`src/rtl/tx_arb_pkg.sv`:
```
// Shared definitions for the TRN transmit arbiter: FSM state encoding,
// idle values driven onto the TRN TX port, and TLP header field constants.
package tx_arb_pkg;

  typedef enum logic [1:0] {
    ST_IDLE  = 2'd0,
    ST_GRANT = 2'd1,
    ST_GUARD = 2'd2,
    ST_BUSY  = 2'd3
  } arb_state_e;

  // Values presented to the PCIe core when no requester owns the port
  localparam logic [63:0] TRN_TD_IDLE     = 64'h0;
  localparam logic [7:0]  TRN_TREM_N_IDLE = 8'hFF;
  localparam logic        TRN_CTRL_N_IDLE = 1'b1;

  // TLP fmt field (header length / data presence)
  localparam logic [1:0] TLP_FMT_3DW_NODATA = 2'b00;
  localparam logic [1:0] TLP_FMT_4DW_NODATA = 2'b01;
  localparam logic [1:0] TLP_FMT_3DW_DATA   = 2'b10;
  localparam logic [1:0] TLP_FMT_4DW_DATA   = 2'b11;

  // TLP type field
  localparam logic [4:0] TLP_TYPE_MEM    = 5'b00000;
  localparam logic [4:0] TLP_TYPE_MEM_LK = 5'b00001;
  localparam logic [4:0] TLP_TYPE_IO     = 5'b00010;
  localparam logic [4:0] TLP_TYPE_CPL    = 5'b01010;

  // Width of the window counter; large enough for the largest legal window
  localparam int WIN_CNT_W = 4;

endpackage

```
`src/rtl/tx_trn_arbiter_rr_ptr.sv`:
```
// Round-robin pointer register: clears to requester 0, advances by one
// and wraps from N-1 back to 0.
module rr_ptr #(
  parameter int N = 3,
  parameter int W = 2
) (
  input  logic         clk_i,
  input  logic         rst_n_i,
  input  logic         clr_i,
  input  logic         adv_i,
  output logic [W-1:0] ptr_o
);

  logic [W-1:0] ptr_q, ptr_d;

  // Next pointer: clear has priority over advance
  always_comb begin
    ptr_d = ptr_q;
    if (clr_i) begin
      ptr_d = '0;
    end else if (adv_i) begin
      ptr_d = (ptr_q == W'(N - 1)) ? '0 : ptr_q + W'(1);
    end
  end

  // Pointer register with synchronous active-low reset
  always_ff @(posedge clk_i) begin
    if (!rst_n_i) begin
      ptr_q <= '0;
    end else begin
      ptr_q <= ptr_d;
    end
  end

  assign ptr_o = ptr_q;

endmodule

```
`src/rtl/tx_trn_arbiter.sv`:
```
// Round-robin arbiter sharing one TRN transmit port between NUM_REQ
// requesters. Each requester is offered the port (my_turn) for
// TURN_WINDOW cycles plus one guard cycle in which a late acceptance is
// still honoured. Ownership is held for as long as driving_interface of
// the current requester stays high, so TLPs are never cut.
module tx_trn_arbiter
  import tx_arb_pkg::*;
#(
  parameter int NUM_REQ     = 3,
  parameter int TURN_WINDOW = 4
) (
  input  logic                       trn_clk,
  input  logic                       reset_n,
  input  logic [64*NUM_REQ-1:0]      req_td,
  input  logic [8*NUM_REQ-1:0]       req_trem_n,
  input  logic [NUM_REQ-1:0]         req_tsof_n,
  input  logic [NUM_REQ-1:0]         req_teof_n,
  input  logic [NUM_REQ-1:0]         req_tsrc_rdy_n,
  input  logic [NUM_REQ-1:0]         driving_interface,
  output logic [NUM_REQ-1:0]         my_turn,
  output logic [63:0]                trn_td,
  output logic [7:0]                 trn_trem_n,
  output logic                       trn_tsof_n,
  output logic                       trn_teof_n,
  output logic                       trn_tsrc_rdy_n,
  output logic [$clog2(NUM_REQ)-1:0] owner,
  output logic                       arb_proto_err
);

  localparam int PTR_W = $clog2(NUM_REQ);

  arb_state_e           state_q, state_d;
  logic [WIN_CNT_W-1:0] win_cnt_q, win_cnt_d;
  logic                 proto_err_q, proto_err_d;
  logic [PTR_W-1:0]     ptr;
  logic                 ptr_adv;
  logic                 ptr_clr;
  logic [NUM_REQ-1:0]   ptr_onehot;
  logic                 drv_cur;
  logic                 drv_viol;

  rr_ptr #(
    .N (NUM_REQ),
    .W (PTR_W)
  ) u_rr_ptr (
    .clk_i   (trn_clk),
    .rst_n_i (reset_n),
    .clr_i   (ptr_clr),
    .adv_i   (ptr_adv),
    .ptr_o   (ptr)
  );

  // Decode the pointer and pick out the current requester's ownership bit
  always_comb begin
    ptr_onehot = '0;
    for (int i = 0; i < NUM_REQ; i++) begin
      if (ptr == PTR_W'(i)) begin
        ptr_onehot[i] = 1'b1;
      end
    end
    drv_cur = |(driving_interface & ptr_onehot);
  end

  // Any requester driving while not pointed at (or while idle) is a violation
  always_comb begin
    if (state_q == ST_IDLE) begin
      drv_viol = |driving_interface;
    end else begin
      drv_viol = |(driving_interface & ~ptr_onehot);
    end
    proto_err_d = proto_err_q | drv_viol;
  end

  // Next-state logic: offer window, guard cycle, and ownership hold
  always_comb begin
    state_d   = state_q;
    win_cnt_d = win_cnt_q;
    ptr_adv   = 1'b0;
    ptr_clr   = 1'b0;
    unique case (state_q)
      ST_IDLE: begin
        state_d   = ST_GRANT;
        win_cnt_d = '0;
        ptr_clr   = 1'b1;
      end
      ST_GRANT: begin
        if (drv_cur) begin
          state_d = ST_BUSY;
        end else if (win_cnt_q == WIN_CNT_W'(TURN_WINDOW - 1)) begin
          state_d = ST_GUARD;
        end else begin
          win_cnt_d = win_cnt_q + WIN_CNT_W'(1);
        end
      end
      ST_GUARD: begin
        // Requester saw my_turn on the final grant cycle and answered now
        if (drv_cur) begin
          state_d = ST_BUSY;
        end else begin
          state_d   = ST_GRANT;
          win_cnt_d = '0;
          ptr_adv   = 1'b1;
        end
      end
      ST_BUSY: begin
        if (!drv_cur) begin
          state_d   = ST_GRANT;
          win_cnt_d = '0;
          ptr_adv   = 1'b1;
        end
      end
      default: begin
        state_d   = ST_IDLE;
        win_cnt_d = '0;
      end
    endcase
  end

  // State, window counter and sticky error registers
  always_ff @(posedge trn_clk) begin
    if (!reset_n) begin
      state_q     <= ST_IDLE;
      win_cnt_q   <= '0;
      proto_err_q <= 1'b0;
    end else begin
      state_q     <= state_d;
      win_cnt_q   <= win_cnt_d;
      proto_err_q <= proto_err_d;
    end
  end

  // Offer decoded purely from registered state and pointer
  always_comb begin
    my_turn = (state_q == ST_GRANT) ? ptr_onehot : '0;
  end

  // TRN transmit mux: pass through the owning requester, otherwise idle
  always_comb begin
    trn_td         = TRN_TD_IDLE;
    trn_trem_n     = TRN_TREM_N_IDLE;
    trn_tsof_n     = TRN_CTRL_N_IDLE;
    trn_teof_n     = TRN_CTRL_N_IDLE;
    trn_tsrc_rdy_n = TRN_CTRL_N_IDLE;
    if (state_q != ST_IDLE && drv_cur) begin
      for (int i = 0; i < NUM_REQ; i++) begin
        if (ptr_onehot[i]) begin
          trn_td         = req_td[64*i +: 64];
          trn_trem_n     = req_trem_n[8*i +: 8];
          trn_tsof_n     = req_tsof_n[i];
          trn_teof_n     = req_teof_n[i];
          trn_tsrc_rdy_n = req_tsrc_rdy_n[i];
        end
      end
    end
  end

  assign owner         = ptr;
  assign arb_proto_err = proto_err_q;

endmodule

```
`config.mk`:
```
export PLATFORM = sky130hd
export DESIGN_NAME = tx_trn_arbiter
export DESIGN_NICKNAME = d
export VERILOG_FILES = /design/src/rtl/tx_arb_pkg.sv /design/src/rtl/tx_trn_arbiter_rr_ptr.sv /design/src/rtl/tx_trn_arbiter.sv
export SDC_FILE = /design/constraint.sdc
export NUM_CORES = 1
export LEC_CHECK = 0
export BUFFER_PORTS_ARGS = -buffer_cell sky130_fd_sc_hd__buf_4
export CAP_MARGIN = 10
export CORE_AREA = 2 2 122 124
export CTS_BUF_LIST = sky130_fd_sc_hd__clkbuf_2 sky130_fd_sc_hd__clkbuf_4 sky130_fd_sc_hd__clkbuf_8
export DETAILED_ROUTE_END_ITERATION = 10
export DIE_AREA = 0 0 124 126
export SYNTH_ARGS = -nofsm -noshare
export SYNTH_HDL_FRONTEND = slang
export SYNTH_HIERARCHICAL = 1
export SYNTH_SLANG_ARGS = --single-unit
```
`constraint.sdc`:
```
create_clock -name trn_clk -period 3.7 [get_ports trn_clk]
set_clock_uncertainty 0.1 [all_clocks]
set_input_delay 0.74 -clock trn_clk [delete_from_list [all_inputs] [get_ports trn_clk]]
set_output_delay 0.74 -clock trn_clk [all_outputs]
set_load 0.02 [all_outputs]
```
==> results of run 1 <==
==> cell usage in the layout (no fill, tap or decap), drive strengths merged, types with 5 or more instances in the layout <==
master	instances
a21oi	70
buf	318
dfxtp	9
ha	5
inv	5
mux2	12
mux2i	66
nand2	16
nand2b	5
nor2	132
o22ai	13
==> final timing paths <==
| check | startpoint | endpoint | slack [ns] | cells after the start |
|---|---|---|---|---|
| worst max-delay path | u_rr_ptr/ptr_o[0] | trn_td[50] | 0.36 | 6 |
| worst min-delay path | win_cnt_q[2] | win_cnt_q[2] | 0.39 | 1 |
| worst max register to register | u_rr_ptr/ptr_o[0] | state_q[0] | 1.61 | 5 |
| worst min register to register | win_cnt_q[2] | win_cnt_q[2] | 0.39 | 1 |
==> routing by layer <==
layer,wire [µm],track usage (%),part of all wire [%],up-vias
met1,5030,17.6,41,1751
met3,947,2.08,7.7,14
met2,6250,26.5,51,176
met4,110,1.92,0.89,0
li1,-,-,-,1976
met5,0,0,0,-
==> Yosys cell counts, types with 2 or more instances <==
cell type,number,area share (%)
nand4_1,3,0.75
mux2i_1,66,27
buf_1,2,0.30
mux2_2,12,5.4
buf_2,10,2.0
nor2b_1,2,0.50
buf_4,7,2.1
or3b_2,2,0.70
nand3b_1,2,0.60
inv_1,5,0.75
nand2_1,16,2.4
o21ai_0,3,0.60
nand3_1,3,0.60
nor2_1,132,20
o211ai_1,3,0.90
o21a_1,2,0.60
a21oi_1,69,14
a32oi_1,2,0.70
clkbuf_1,16,2.4
o22ai_1,13,3.3
nor3_1,4,0.80
ha_1,5,2.5
nand2b_1,5,1.3
nor3b_1,2,0.60
dfxtp_1,9,7.2
==> power by group <==
| group | internal, mW | total (mW) | switching, mW | leakage (nW) |
|---|---|---|---|---|
| sequential | 0.102 | 0.107 | 0.00585 | 0.0750 |
| clock | 0.0824 | 0.122 | 0.0395 | 0.0262 |
| combinational | 0.334 | 0.634 | 0.300 | 2.25 |
==> cells by family (layout without fill, tap and decap cells) <==
| family | after synthesis | count (layout) | synth area share, % |
|---|---|---|---|
| simple gates | 174 | 174 | 29.0 |
| compound gates | 97 | 97 | 21.6 |
| mux | 78 | 78 | 31.9 |
| buf+inv | 41 | 328 | 7.74 |
| flops | 9 | 9 | 7.23 |
| fa+ha+maj | 5 | 5 | 2.51 |
==> cell type report <==
type	count	area (µm²)	area share [%]
flip-flops and latches	9	188	3.72
clock buffers	4	48.8	0.968
multi-input cells	354	2130	42.2
inverters	6	22.5	0.447
well taps	184	230	4.57
repair buffers	318	2420	48.1
==> registers in the layout, summed over array words and instances, names as in the netlist <==
| signal | flops |
|---|---|
| win_cnt_q | 4 |
| state_q | 2 |
| u_rr_ptr/ptr_o | 2 |
| arb_proto_err | 1 |
==> per-stage QoR <==
stage	instance area [µm²]	setup slack (ns)	power, mW	std cells
2_1_floorplan	2490	0.911	0.408	404
3_3_place_gp	4990	0.403	0.744	871
3_5_place_dp	4990	0.365	0.746	871
4_1_cts	5040	0.308	0.873	875
5_1_grt	5040	0.142	0.928	875
6_report	5040	0.355	0.864	875
==> results.md, run 1 <==
* Area growth syn-to-layout at 102%
* Cts repair resizes at 0
* Fin crit period at 3.34 ns
* Slew @ Worst Pin at 0.781 ns
* Async S/R FF share, synth at 0%
* Max VDD drop at 0.0000973 V
* Htree depth at 1
* Via count at 3917
* Clock insertion delay at the later pin of the skew report at 0.23 ns
* Hpwl dp at 9.73 mm
* Routed Antenna Nets at 0
* Slew Limit Fails at 0
* WP data required at 2.86 ns
* Ports at 311
* Peak Freq at 0.299 GHz
* EDFF count, synth at 0
* Clock sink count at 9
* Post-CTS Setup Inserts at 0
* Gp weighted congestion at 0.849
* Layout cells sized above 1 at 49.3%
* Vias in the first global route at 3746
* Ys flop type: dfxtp_1
* RSZ-0062 raised after global routing: no
* CTS root buf: clkbuf_8
* Synth Net Count at 639
* Chip width at 124 µm
* Routed length per instance at 14.1 µm
* WS Path Type: register to output port
* Port Buf Inserts at 310
* Fin Hold WS at 0.386 ns
* Hold_buf cts at 0
* CP max stage cell: or2_2
* Num CTS Buffers at 3
* Total gr overflow at 0
* Outcome: complete, no violations
* P_leak at 2.35 nW
* Critical Path, Cell by Cell: mux2i_1 -> o21a_1 -> or2_2 -> buf_12 -> nor2_1 -> buf_4
* Die area at 15600 µm²
* Starting Density at 17.4%
* Period Utilization, post-route at 90.4%
* Cells after synthesis at 404
* Setup_tns at 0 ns
* Buf/Inv on CP at 2
* Max incr delay on CP at 0.66 ns
* Synth warn at 6
* CP startpoint kind: register
* Clock Path Buffers at 2
* Cell family with most CP delay: simple AND/OR/NAND/NOR gates
* Largest net degree at the start of global routing at 60
* Nets at 927
* Worst path arrival time at 2.50 ns
* GRT Total Usage at 14.3%
* Placeable core region at 14300 µm²
* Synth cell types at 34
* Detailed Routing Iterations Pass 1 at 4
* N_diodes at 0
* Setup-failing EPs final at 0
* Final wirelength at 12.3 mm
* DR iter-0 viols at 124
* FF+latch count, synth at 9
* Relative slew slack at 47.9%
* Die H at 126 µm
* Pwr/cell area at 171 nW/µm²
* CTS tree: done
* Util after Layout at 35.2%
* # DRC at 0
* CP Max Fanout at 36
* Final Hold Viols at 0
* Max-cap violations at 0
* DR vias/cell at 4.48
* Clk slew on worst S/H paths at 0.05 ns
* Fillers at 1601
* Syn Area/Cell at 6.17 µm²
* CP endpoint kind: output port
* Sequential share of the synthesized area at 7.23%
* Initial antenna violation count at 0
* Placement Rows at 44
* Synthesized area at 2490 µm²
* Hold Crit Class: register to register
* First-pass GRT wire length at 18.3 mm
(Power assumes the default switching activity.)
==> run 2: changes to the inputs <==
Settings changed: ABC_AREA set to 1, CORE_AREA 2 2 122 124 to 2 2 121 123, DIE_AREA 0 0 124 126 to 0 0 123 125.
==> run 2 against run 1 <==
Clock power is essentially flat. Synthesized cell count increased by 6.7%. Critical path depth did not move. Sequential cell count unchanged. Sequential power up 23%. First-iteration DRC count up 39%. Total power up 76%. Non-clock buffer count up 2. Worst setup slack improved by 0.34 ns. Fmax up 11%. Count of clock-buffer cells in the layout unchanged.
==> results.md, run 2 <==
* Die H at 125 µm
* # DRC at 0
* Htree depth at 1
* Clock sink count at 9
* Syn Area/Cell at 4.87 µm²
* WS Path Type: register to output port
* Max-cap violations at 0
* Layout cells sized above 1 at 45.7%
* Via count at 4028
* DR vias/cell at 4.43
* CP max stage cell: buf_4
* Outcome: complete, no violations
* Pwr/cell area at 326 nW/µm²
* Post-CTS Setup Inserts at 0
* P_leak at 2.35 nW
* Routed length per instance at 14.3 µm
* EDFF count, synth at 0
* Hold_buf cts at 0
* WP data required at 2.86 ns
* Max VDD drop at 0.000188 V
* Async S/R FF share, synth at 0%
* Max incr delay on CP at 0.62 ns
* Detailed Routing Iterations Pass 1 at 5
* Synth warn at 6
* Port Buf Inserts at 310
* Clock Path Buffers at 2
* Setup-failing EPs final at 0
* Register area at 180 µm²
* Slew @ Worst Pin at 0.788 ns
* Most frequent CP cell: buf_4
* CP Max Fanout at 71
* Cts repair resizes at 0
* Total gr overflow at 0
* Relative slew slack at 47.4%
* Adder-cell share of the synthesized area at 2.98%
* Sequential share of the synthesized area at 8.59%
* Commonest non-fill, non-tap cell in the layout: buf_4
* Slew Limit Fails at 0
* Peak Freq at 0.333 GHz
* Ys flop type: dfxtp_1
* Reg with most FFs: win_cnt_q
* Clock insertion delay at the later pin of the skew report at 0.24 ns
* CTS root buf: clkbuf_8
* Fin crit period at 3.01 ns
* Starting Density at 14.8%
* Placement Rows at 44
* Synth Net Count at 666
* Largest net degree at the start of global routing at 72
* N_diodes at 0
* Area growth syn-to-layout at 123%
* Placeable core region at 14200 µm²
* Commonest non-fill, non-tap cells in the layout: 318 x buf_4, 239 x nand2_1, 64 x a31oi_1
* GRT Total Usage at 15.4%
* CP endpoint kind: output port
* FF+latch count, synth at 9
* Fillers at 1607
* Final wirelength at 13.0 mm
* CP startpoint kind: register
* Gp weighted congestion at 0.854
* CTS tree: done
* Chip width at 123 µm
* Top-count cell post-synth: nand2_1
* Die area at 15400 µm²
* Multiplexer area fraction after synthesis at 0%
* Period Utilization, post-route at 81.2%
* Area contributors post-synth: nand2_1 43%, a31oi_1 19%, dfxtp_1 8.6%, clkbuf_1 3.9%, o21ai_0 3.3%
* Nets at 961
* Initial antenna violation count at 0
* Largest family of logic cells by synthesized area: simple AND/OR/NAND/NOR gates
* Ports at 311
* Hold Crit Class: register to register
* First-pass GRT wire length at 19.2 mm
* Post-synthesis compound-gate area fraction at 25.7%
* DR iter-0 viols at 172
* Setup_tns at 0 ns
* Synth Area in Simple Gates at 51.6%
* XOR/XNOR Fraction of Synth Area at 0.835%
* Clk slew on worst S/H paths at 0.05 ns
* Post-synth top area share at 43.0%
* Synth cell count leaders: 240 x nand2_1, 64 x a31oi_1, 22 x clkbuf_1
* Vias in the first global route at 3838
* Synth cell types at 24
* Routed Antenna Nets at 0
* Critical Path, Cell by Cell: buf_4 -> nor2_4 -> buf_4 -> nand2_1 -> a31oi_1 -> buf_4
* Largest register FFs at 4
* Num CTS Buffers at 3
* Synthesized area at 2100 µm²
* Hpwl dp at 10.3 mm
* RSZ-0062 raised after global routing: no
* Util after Layout at 32.9%
* Area leader, netlist: nand2_1
* Cells after synthesis at 431
* Final Hold Viols at 0
* Worst path arrival time at 2.17 ns
* Area of the multi-input gates at 1700 µm²
run 2: changes by cell type after synthesis, sizes merged, moves of 6 or more:
cell / previous run / this run
o22ai: 13 / 4
clkbuf: 16 / 22
o21ai: 3 / 14
nand2: 16 / 240
a31oi: 1 / 64
buf: 19 / 8
nand4: 3 / 9
a21oi: 70 / 4
mux2i: 66 / 0
inv: 5 / 21
mux2: 12 / 0
nor2: 132 / 17
run 2: routing by layer:
layer / GRT usage, % / part of all wire (%) / wire length (µm)
met1: 19.3 / 41 / 5300
met3: 2.46 / 9.2 / 1200
met4: 2.81 / 1.4 / 180
met2: 27.6 / 49 / 6360
met5: 0 / 0 / 0
run 2: layout make-up:
type	count	area share, %
tap	184	4.93
timing repair buffer	320	52.0
sequential	9	3.86
inverter	21	1.69
clock buffer	4	1.05
multi-input combinational	371	36.5
run 2: cell families (layout without fill, tap and decap cells):
logic type / count (synthesis) / after routing
AND/OR/NAND/NOR: 275 / 275
AO/OA/AOI/OAI: 89 / 89
buffers and inverters: 51 / 345
flip-flops: 9 / 9
adder cells (fa/ha/maj): 5 / 5
XOR/XNOR: 2 / 2
run 2: stage by stage:
| step | std cells | hold WS (ns) | worst slack, ns | power (mW) | cell area, µm² |
|---|---|---|---|---|---|
| floorplan | 431 | 0.357 | 1.10 | 0.811 | 2100 |
| global placement | 905 | 0.375 | 0.799 | 1.41 | 4620 |
| detailed placement | 905 | 0.375 | 0.757 | 1.41 | 4620 |
| CTS | 909 | 0.382 | 0.707 | 1.54 | 4670 |
| global route | 909 | 0.404 | 0.521 | 1.64 | 4670 |
| finish | 909 | 0.385 | 0.694 | 1.52 | 4670 |
run 2: path summary, 6_finish.rpt:
path,from,end,slack (ns),cells after the start
worst max-delay path,u_rr_ptr/ptr_o[0],trn_td[51],0.69,6
worst min-delay path,win_cnt_q[1],win_cnt_q[1],0.39,2
worst max register to register,u_rr_ptr/ptr_o[1],u_rr_ptr/ptr_o[1],1.94,7
worst min register to register,win_cnt_q[1],win_cnt_q[1],0.39,2
run 2: worst max-delay path: cells and delay by family, from the launching register on:
kind | cells | cell delay, ns
flops | 1 | 0.34
simple gates | 2 | 0.32
compound gates | 1 | 0.22
buf+inv | 3 | 1.00
run 2: power breakdown:
part,internal [mW],switching [mW]
logic,0.548,0.719
registers,0.117,0.0155
clock network,0.0827,0.0425
